--- src/rtl/axil_master_engine_if.sv ---
// axil_master_engine_if: command/response and AXI4-Lite channel bundle for axil_master_engine
interface axil_master_engine_if #(
    parameter int ADDR_W = 4,
    parameter int DATA_W = 32
);
    localparam int STRB_W = DATA_W / 8;
    logic              cmd_valid, cmd_ready, cmd_write;
    logic [ADDR_W-1:0] cmd_addr;
    logic [DATA_W-1:0] cmd_wdata;
    logic [STRB_W-1:0] cmd_wstrb;
    logic              rsp_valid, rsp_ready, rsp_timeout;
    logic [DATA_W-1:0] rsp_rdata;
    logic [1:0]        rsp_resp;
    logic [ADDR_W-1:0] m_axi_awaddr, m_axi_araddr;
    logic              m_axi_awvalid, m_axi_awready;
    logic [DATA_W-1:0] m_axi_wdata, m_axi_rdata;
    logic [STRB_W-1:0] m_axi_wstrb;
    logic              m_axi_wvalid, m_axi_wready;
    logic [1:0]        m_axi_bresp, m_axi_rresp;
    logic              m_axi_bvalid, m_axi_bready;
    logic              m_axi_arvalid, m_axi_arready;
    logic              m_axi_rvalid, m_axi_rready;
    modport master (
        input  cmd_valid, cmd_write, cmd_addr, cmd_wdata, cmd_wstrb, rsp_ready,
        input  m_axi_awready, m_axi_wready, m_axi_bresp, m_axi_bvalid,
        input  m_axi_arready, m_axi_rdata, m_axi_rresp, m_axi_rvalid,
        output cmd_ready, rsp_valid, rsp_rdata, rsp_resp, rsp_timeout,
        output m_axi_awaddr, m_axi_awvalid, m_axi_wdata, m_axi_wstrb, m_axi_wvalid,
        output m_axi_bready, m_axi_araddr, m_axi_arvalid, m_axi_rready
    );
    modport slave (
        output cmd_valid, cmd_write, cmd_addr, cmd_wdata, cmd_wstrb, rsp_ready,
        output m_axi_awready, m_axi_wready, m_axi_bresp, m_axi_bvalid,
        output m_axi_arready, m_axi_rdata, m_axi_rresp, m_axi_rvalid,
        input  cmd_ready, rsp_valid, rsp_rdata, rsp_resp, rsp_timeout,
        input  m_axi_awaddr, m_axi_awvalid, m_axi_wdata, m_axi_wstrb, m_axi_wvalid,
        input  m_axi_bready, m_axi_araddr, m_axi_arvalid, m_axi_rready
    );
endinterface

--- src/rtl/axil_master_engine.sv ---
// axil_master_engine: single-beat AXI4-Lite master; define AXIL_MST_TIMEOUT_EN to bound transactions by TIMEOUT_CYC
module axil_master_engine #(
    parameter int ADDR_W      = 4,
    parameter int DATA_W      = 32,
    parameter int TIMEOUT_CYC = 256
) (
    input  logic                 s_axi_aclk,
    input  logic                 s_axi_aresetn,
    axil_master_engine_if.master bus
);
    localparam int STRB_W = DATA_W / 8;
    typedef enum logic [2:0] {IDLE, WR_REQ, WR_RESP, RD_ADDR, RD_DATA, RSP} state_t;
    state_t            state_q, state_d;
    logic [ADDR_W-1:0] awaddr_q, awaddr_d, araddr_q, araddr_d;
    logic [DATA_W-1:0] wdata_q, wdata_d, rdata_q, rdata_d;
    logic [STRB_W-1:0] wstrb_q, wstrb_d;
    logic [1:0]        resp_q, resp_d;
    logic              awvalid_q, awvalid_d, wvalid_q, wvalid_d, bready_q, bready_d;
    logic              arvalid_q, arvalid_d, rready_q, rready_d, tmo_q, tmo_d;
    logic              aw_left, w_left, timeout;
    assign aw_left = awvalid_q && !bus.m_axi_awready;
    assign w_left  = wvalid_q && !bus.m_axi_wready;
`ifdef AXIL_MST_TIMEOUT_EN
    localparam int CNT_W = $clog2(TIMEOUT_CYC + 1);
    logic [CNT_W-1:0] cnt_q;
    logic             busy, progress;
    assign busy = state_q inside {WR_REQ, WR_RESP, RD_ADDR, RD_DATA};
    assign progress = (state_q == WR_REQ)  ? !aw_left && !w_left :
                      (state_q == WR_RESP) ? bus.m_axi_bvalid :
                      (state_q == RD_ADDR) ? bus.m_axi_arready :
                      (state_q == RD_DATA) && bus.m_axi_rvalid;
    always_ff @(posedge s_axi_aclk) begin
        if (!s_axi_aresetn || (state_q == IDLE && bus.cmd_valid)) cnt_q <= '0;
        else if (busy) cnt_q <= cnt_q + 1'b1;
    end
    // a handshake landing on the final cycle still wins
    assign timeout = busy && cnt_q == CNT_W'(TIMEOUT_CYC - 1) && !progress;
`else
    logic unused_cfg;
    assign unused_cfg = TIMEOUT_CYC > 1;
    assign timeout = 1'b0;
`endif
    always_comb begin
        state_d = state_q;
        awaddr_d = awaddr_q;
        araddr_d = araddr_q;
        wdata_d = wdata_q;
        wstrb_d = wstrb_q;
        rdata_d = rdata_q;
        resp_d = resp_q;
        tmo_d = tmo_q;
        awvalid_d = awvalid_q;
        wvalid_d = wvalid_q;
        bready_d = bready_q;
        arvalid_d = arvalid_q;
        rready_d = rready_q;
        case (state_q)
            IDLE: if (bus.cmd_valid) begin
                tmo_d = 1'b0;
                if (bus.cmd_write) begin
                    state_d = WR_REQ;
                    awaddr_d = bus.cmd_addr;
                    wdata_d = bus.cmd_wdata;
                    wstrb_d = bus.cmd_wstrb;
                    awvalid_d = 1'b1;
                    wvalid_d = 1'b1;
                end else begin
                    state_d = RD_ADDR;
                    araddr_d = bus.cmd_addr;
                    arvalid_d = 1'b1;
                end
            end
            WR_REQ: begin
                awvalid_d = aw_left;
                wvalid_d = w_left;
                if (!aw_left && !w_left) begin
                    state_d = WR_RESP;
                    bready_d = 1'b1;
                end
            end
            WR_RESP: if (bus.m_axi_bvalid) begin
                state_d = RSP;
                bready_d = 1'b0;
                resp_d = bus.m_axi_bresp;
                rdata_d = '0;
            end
            RD_ADDR: if (bus.m_axi_arready) begin
                state_d = RD_DATA;
                arvalid_d = 1'b0;
                rready_d = 1'b1;
            end
            RD_DATA: if (bus.m_axi_rvalid) begin
                state_d = RSP;
                rready_d = 1'b0;
                resp_d = bus.m_axi_rresp;
                rdata_d = bus.m_axi_rdata;
            end
            RSP: state_d = bus.rsp_ready ? IDLE : RSP;
            default: state_d = IDLE;
        endcase
        if (timeout) begin
            state_d = RSP;
            awvalid_d = 1'b0;
            wvalid_d = 1'b0;
            bready_d = 1'b0;
            arvalid_d = 1'b0;
            rready_d = 1'b0;
            tmo_d = 1'b1;
            resp_d = 2'b10;
            rdata_d = '0;
        end
    end
    always_ff @(posedge s_axi_aclk) begin
        if (!s_axi_aresetn) begin
            state_q <= IDLE;
            awaddr_q <= '0;
            araddr_q <= '0;
            wdata_q <= '0;
            wstrb_q <= '0;
            rdata_q <= '0;
            resp_q <= '0;
            tmo_q <= 1'b0;
            awvalid_q <= 1'b0;
            wvalid_q <= 1'b0;
            bready_q <= 1'b0;
            arvalid_q <= 1'b0;
            rready_q <= 1'b0;
        end else begin
            state_q <= state_d;
            awaddr_q <= awaddr_d;
            araddr_q <= araddr_d;
            wdata_q <= wdata_d;
            wstrb_q <= wstrb_d;
            rdata_q <= rdata_d;
            resp_q <= resp_d;
            tmo_q <= tmo_d;
            awvalid_q <= awvalid_d;
            wvalid_q <= wvalid_d;
            bready_q <= bready_d;
            arvalid_q <= arvalid_d;
            rready_q <= rready_d;
        end
    end
    assign bus.cmd_ready     = state_q == IDLE;
    assign bus.rsp_valid     = state_q == RSP;
    assign bus.rsp_rdata     = rdata_q;
    assign bus.rsp_resp      = resp_q;
    assign bus.rsp_timeout   = tmo_q;
    assign bus.m_axi_awaddr  = awaddr_q;
    assign bus.m_axi_awvalid = awvalid_q;
    assign bus.m_axi_wdata   = wdata_q;
    assign bus.m_axi_wstrb   = wstrb_q;
    assign bus.m_axi_wvalid  = wvalid_q;
    assign bus.m_axi_bready  = bready_q;
    assign bus.m_axi_araddr  = araddr_q;
    assign bus.m_axi_arvalid = arvalid_q;
    assign bus.m_axi_rready  = rready_q;
endmodule

--- src/flat_wrapper.sv ---
// flat-port wrapper written by rule: the top's interface ports become plain ports
module axil_master_engine_flat 
#(
    parameter int ADDR_W      = 4,
    parameter int DATA_W      = 32,
    parameter int TIMEOUT_CYC = 256
)
  (s_axi_aclk, s_axi_aresetn, bus_cmd_valid, bus_cmd_write, bus_cmd_addr, bus_cmd_wdata, bus_cmd_wstrb, bus_rsp_ready, bus_m_axi_awready, bus_m_axi_wready, bus_m_axi_bresp, bus_m_axi_bvalid, bus_m_axi_arready, bus_m_axi_rdata, bus_m_axi_rresp, bus_m_axi_rvalid, bus_cmd_ready, bus_rsp_valid, bus_rsp_rdata, bus_rsp_resp, bus_rsp_timeout, bus_m_axi_awaddr, bus_m_axi_awvalid, bus_m_axi_wdata, bus_m_axi_wstrb, bus_m_axi_wvalid, bus_m_axi_bready, bus_m_axi_araddr, bus_m_axi_arvalid, bus_m_axi_rready);
  axil_master_engine_if #(.ADDR_W(ADDR_W), .DATA_W(DATA_W)) bus_i ();
  input  logic s_axi_aclk;
  input  logic s_axi_aresetn;
  input wire logic [$bits(bus_i.cmd_valid)-1:0] bus_cmd_valid;
  input wire logic [$bits(bus_i.cmd_write)-1:0] bus_cmd_write;
  input wire logic [$bits(bus_i.cmd_addr)-1:0] bus_cmd_addr;
  input wire logic [$bits(bus_i.cmd_wdata)-1:0] bus_cmd_wdata;
  input wire logic [$bits(bus_i.cmd_wstrb)-1:0] bus_cmd_wstrb;
  input wire logic [$bits(bus_i.rsp_ready)-1:0] bus_rsp_ready;
  input wire logic [$bits(bus_i.m_axi_awready)-1:0] bus_m_axi_awready;
  input wire logic [$bits(bus_i.m_axi_wready)-1:0] bus_m_axi_wready;
  input wire logic [$bits(bus_i.m_axi_bresp)-1:0] bus_m_axi_bresp;
  input wire logic [$bits(bus_i.m_axi_bvalid)-1:0] bus_m_axi_bvalid;
  input wire logic [$bits(bus_i.m_axi_arready)-1:0] bus_m_axi_arready;
  input wire logic [$bits(bus_i.m_axi_rdata)-1:0] bus_m_axi_rdata;
  input wire logic [$bits(bus_i.m_axi_rresp)-1:0] bus_m_axi_rresp;
  input wire logic [$bits(bus_i.m_axi_rvalid)-1:0] bus_m_axi_rvalid;
  output wire logic [$bits(bus_i.cmd_ready)-1:0] bus_cmd_ready;
  output wire logic [$bits(bus_i.rsp_valid)-1:0] bus_rsp_valid;
  output wire logic [$bits(bus_i.rsp_rdata)-1:0] bus_rsp_rdata;
  output wire logic [$bits(bus_i.rsp_resp)-1:0] bus_rsp_resp;
  output wire logic [$bits(bus_i.rsp_timeout)-1:0] bus_rsp_timeout;
  output wire logic [$bits(bus_i.m_axi_awaddr)-1:0] bus_m_axi_awaddr;
  output wire logic [$bits(bus_i.m_axi_awvalid)-1:0] bus_m_axi_awvalid;
  output wire logic [$bits(bus_i.m_axi_wdata)-1:0] bus_m_axi_wdata;
  output wire logic [$bits(bus_i.m_axi_wstrb)-1:0] bus_m_axi_wstrb;
  output wire logic [$bits(bus_i.m_axi_wvalid)-1:0] bus_m_axi_wvalid;
  output wire logic [$bits(bus_i.m_axi_bready)-1:0] bus_m_axi_bready;
  output wire logic [$bits(bus_i.m_axi_araddr)-1:0] bus_m_axi_araddr;
  output wire logic [$bits(bus_i.m_axi_arvalid)-1:0] bus_m_axi_arvalid;
  output wire logic [$bits(bus_i.m_axi_rready)-1:0] bus_m_axi_rready;
  assign bus_i.cmd_valid = bus_cmd_valid;
  assign bus_i.cmd_write = bus_cmd_write;
  assign bus_i.cmd_addr = bus_cmd_addr;
  assign bus_i.cmd_wdata = bus_cmd_wdata;
  assign bus_i.cmd_wstrb = bus_cmd_wstrb;
  assign bus_i.rsp_ready = bus_rsp_ready;
  assign bus_i.m_axi_awready = bus_m_axi_awready;
  assign bus_i.m_axi_wready = bus_m_axi_wready;
  assign bus_i.m_axi_bresp = bus_m_axi_bresp;
  assign bus_i.m_axi_bvalid = bus_m_axi_bvalid;
  assign bus_i.m_axi_arready = bus_m_axi_arready;
  assign bus_i.m_axi_rdata = bus_m_axi_rdata;
  assign bus_i.m_axi_rresp = bus_m_axi_rresp;
  assign bus_i.m_axi_rvalid = bus_m_axi_rvalid;
  assign bus_cmd_ready = bus_i.cmd_ready;
  assign bus_rsp_valid = bus_i.rsp_valid;
  assign bus_rsp_rdata = bus_i.rsp_rdata;
  assign bus_rsp_resp = bus_i.rsp_resp;
  assign bus_rsp_timeout = bus_i.rsp_timeout;
  assign bus_m_axi_awaddr = bus_i.m_axi_awaddr;
  assign bus_m_axi_awvalid = bus_i.m_axi_awvalid;
  assign bus_m_axi_wdata = bus_i.m_axi_wdata;
  assign bus_m_axi_wstrb = bus_i.m_axi_wstrb;
  assign bus_m_axi_wvalid = bus_i.m_axi_wvalid;
  assign bus_m_axi_bready = bus_i.m_axi_bready;
  assign bus_m_axi_araddr = bus_i.m_axi_araddr;
  assign bus_m_axi_arvalid = bus_i.m_axi_arvalid;
  assign bus_m_axi_rready = bus_i.m_axi_rready;
  axil_master_engine #(.ADDR_W(ADDR_W), .DATA_W(DATA_W), .TIMEOUT_CYC(TIMEOUT_CYC)) u_core (.s_axi_aclk(s_axi_aclk), .s_axi_aresetn(s_axi_aresetn), .bus(bus_i));
endmodule
--- config.mk ---
export PLATFORM = sky130hd
export DESIGN_NAME = axil_master_engine_flat
export DESIGN_NICKNAME = d
export VERILOG_FILES = /design/src/rtl/axil_master_engine_if.sv /design/src/rtl/axil_master_engine.sv /design/src/flat_wrapper.sv
export SDC_FILE = /design/constraint.sdc
export NUM_CORES = 1
export LEC_CHECK = 0
export CAP_MARGIN = 15
export CELL_PAD_IN_SITES_DETAIL_PLACEMENT = 0
export CELL_PAD_IN_SITES_GLOBAL_PLACEMENT = 1
export CORE_AREA = 3 3 129 94
export DETAILED_ROUTE_END_ITERATION = 7
export DIE_AREA = 0 0 132 97
export HOLD_SLACK_MARGIN = 0.08
export MAX_ROUTING_LAYER = met4
export PLACE_DENSITY_LB_ADDON = 0.1
export RECOVER_POWER = 25
export SYNTH_ARGS = -nofsm -noshare
export SYNTH_HDL_FRONTEND = slang
export SYNTH_SLANG_ARGS = --single-unit
--- constraint.sdc ---
create_clock -name s_axi_aclk -period 2.9 [get_ports s_axi_aclk]
set_clock_uncertainty 0.15 [all_clocks]
set_input_delay 0.29 -clock s_axi_aclk [delete_from_list [all_inputs] [get_ports s_axi_aclk]]
set_output_delay 0.29 -clock s_axi_aclk [all_outputs]
set_load 0.01 [all_outputs]
==> impl_metrics.toml <==
[clock_tree]
cts_hold_repair.buffers = 0
root_buffer = "clkbuf_16"
clk_latency_ns = 0.33
cts_made_buffers = 9
clock_sinks = 86
cts_tree = "done"
clkTransAtPathRegs_ns = 0.06
cts_setup_buffers = 0
cts_buffer_depth = 2
cts_resized = 0
cts_htree_levels = 3

[placement]
place_congestion = 0.822
port_buffers = 170
dp_hpwl_um = 6750
dp.cells = 637

[global_route]
grt-ovfl-total = 0
grt_pass1_vias = 2872
grtUsageTotal_pct = 15.3
antenna_found_initial = 0
grt_max_degree = 43
grt_pass1_wl_um = 15300

[sta]
slew_headroom_pct = 53.8
rsz0062_at_grt = "no"
setup_viol = 0
hold_viol = 0
holdWs_ns = 0.312
fmax_mhz = 423
worst_pin_slew_ns = 0.693
slew_viol_final = 0
tns_ns = 0
layout_min_cycle_time_ns = 2.37
period_share_pct = 81.6

[finish]
post_layout_nonfiller_instances = 652
fin_nets = 581
num-fill-cells = 1047
insertedDiodeCount = 0
final_layout_size_suffix_gt1_share_pct = 13.4
areaGrowthSynthToFinish_pct = 60.4

[power]
leakagePower_nw = 2.03
p_int_w = 0.00263
clkPwrFrac_pct = 34.0
powerDensity_nw_per_um2 = 681
power_frac_comb_pct = 27.4
vdd_drop_max_uv = 322
p_sw_share_pct = 28.8
power_switching_w = 0.00106
seq_power_share_pct = 38.6

[die]
num_rows = 32
start_util_pct = 31.0
die_area_um2 = 12800
core_area_um2 = 10900
die_h_um = 97
fp.dieW_um = 132
io-pin-count = 172

[logic_synthesis]
yosysWarnings = 0
syn_inst = 336
synthesis.nets = 422
seq_area_frac_synth_pct = 50.8
synth_area_per_cell_um2 = 10.1
synth_top_flop_cell = "dfxtp_1"
synth_top_family_by_area = "compound AO/OA/AOI/OAI gates"
netlist_area_um2 = 3390
synth_area_leader_cell = "dfxtp_1"
synth-async-reset-ratio_pct = 0
synth.top_cell.area_share_pct = 50.8
muxShareOfSynthArea_pct = 2.66
yosys.area_share.simple_pct = 16.0
synth_compound_area_share_pct = 23.5
synth_xor_area_share_pct = 0
synth.distinct_cells = 37
synth_fa_ha_area_share_pct = 0
synth.area.top_cells = "dfxtp_1 (51%), nand2_1 (9.4%), a22o_1 (8.3%)"
yosysMostFrequentCell = "dfxtp_1"
synth_edf_count = 0
yosys-top-cells-count = "dfxtp_1 (86), nand2_1 (85), a22o_1 (32)"
synth_seq_cells = 86

[detailed_routing]
via_per_inst = 4.42
wl_um = 9600
first_pass_iters = 4
num_vias = 2885
drt-initial-drc-count = 94
wl_per_cell_um = 14.7
ant_nets = 0
drcViolationCount = 0

[setup_path]
critPathLaunchType = "flop"
cp.arrival_ns = 1.93
crit_fanout = 16
path_class = "reg2out"
r2r.worst_path.cells = 5
crit_path_end_kind = "output pin"
crit_required_ns = 2.46
rrSetupSlack_ns = 0.82

[min_path]
hold_depth = 2
hold_class = "reg2reg"

[status]
status = "finished clean"

[flow_run]
maxCapViolCount = 0
sequential cells by signal, summed over array words and instances (netlist names):
| signal | cells |
|---|---|
| u_core.bus.m_axi_wstrb | 4 |
| u_core.bus.m_axi_bready | 1 |
| u_core.bus.m_axi_wvalid | 1 |
| u_core.bus.rsp_rdata | 32 |
| u_core.bus.rsp_resp | 2 |
| u_core.bus.m_axi_awaddr | 4 |
| u_core.bus.m_axi_rready | 1 |
| u_core.state_q | 3 |
| u_core.bus.m_axi_awvalid | 1 |
| u_core.bus.m_axi_wdata | 32 |
| u_core.bus.m_axi_araddr | 4 |
| u_core.bus.m_axi_arvalid | 1 |
cell type report:
cell class / count / area (um2) / area share, %
Clock buffer: 12 / 256 / 4.72
Clock inverter: 3 / 67.6 / 1.24
Inverter: 4 / 15.0 / 0.276
Multi-Input combinational cell: 218 / 1430 / 26.2
Sequential cell: 86 / 1720 / 31.7
Tap cell: 153 / 191 / 3.52
Timing Repair Buffer: 176 / 1750 / 32.3
per-stage QoR:
step / util [%] / total power (W) / instance area (um2) / worst slack, ns
2_1_floorplan: - / 0.00208 / 3390 / 1.41
3_3_place_gp: 46.7 / 0.00249 / 5100 / 0.475
3_5_place_dp: 46.8 / 0.00251 / 5120 / 0.714
4_1_cts: 49.8 / 0.00378 / 5440 / 0.509
5_1_grt: 49.7 / 0.00390 / 5430 / 0.455
6_report: 49.7 / 0.00370 / 5430 / 0.534
critical path, stage by stage, from the launching register on:
cell and delay, ns:
dfxtp_1 0.74, nor3b_1 0.27, clkdlybuf4s50_1 0.58
worst paths after layout:
check | to | start
setup reg to reg | u_core.bus.rsp_rdata[29]$_SDFFE_PN0P_ | u_core.state_q[2]$_SDFFE_PN0P_
hold reg to reg | u_core.bus.m_axi_wdata[22]$_SDFFE_PN0P_ | u_core.bus.m_axi_wdata[22]$_SDFFE_PN0P_
setup / recovery | bus_rsp_valid | u_core.state_q[0]$_SDFFE_PN0P_
hold / removal | u_core.bus.m_axi_wdata[22]$_SDFFE_PN0P_ | u_core.bus.m_axi_wdata[22]$_SDFFE_PN0P_
power by group through the flow:
stage / clock network, W / logic, W / registers [W]
final: 0.00126 / 0.00101 / 0.00143
after global routing: 0.00134 / 0.00111 / 0.00145
after CTS: 0.00129 / 0.00106 / 0.00143
after detailed placement: 0 / 0.00105 / 0.00145
after global placement: 0 / 0.00104 / 0.00145
after floorplan: 0 / 0.000615 / 0.00147
logic make-up (layout without fill, tap and decap cells):
kind of cell | Yosys count | after routing
other cells | 1 | 1
simple gates | 118 | 118
mux | 9 | 9
buf+inv | 32 | 195
flops | 86 | 86
compound gates | 90 | 90
layout by cell type (no fill, tap or decap), drive strengths merged, types with 3 or more instances in the layout:
cell           instances
a211oi                 3
a21boi                20
a21oi                 29
a22o                  32
buf                    6
clkbuf                12
clkdlybuf4s50        131
dfxtp                 86
dlygate4sd3           39
inv                    4
mux2i                  9
nand2                 85
nand3                  6
nor2                   9
nor2b                  4
nor3                   4
nor3b                  3
o21ai                  3
routing by layer:
metal / global-route usage (%) / wire, um / vias to the layer above
li1: - / - / 1466
met1: 18.9 / 4560 / 1317
met2: 23.0 / 4270 / 91
met3: 6.39 / 648 / 11
met4: 4.36 / 129 / 0
met5: - / 0 / -
Power figures use the tool's default switching activity.
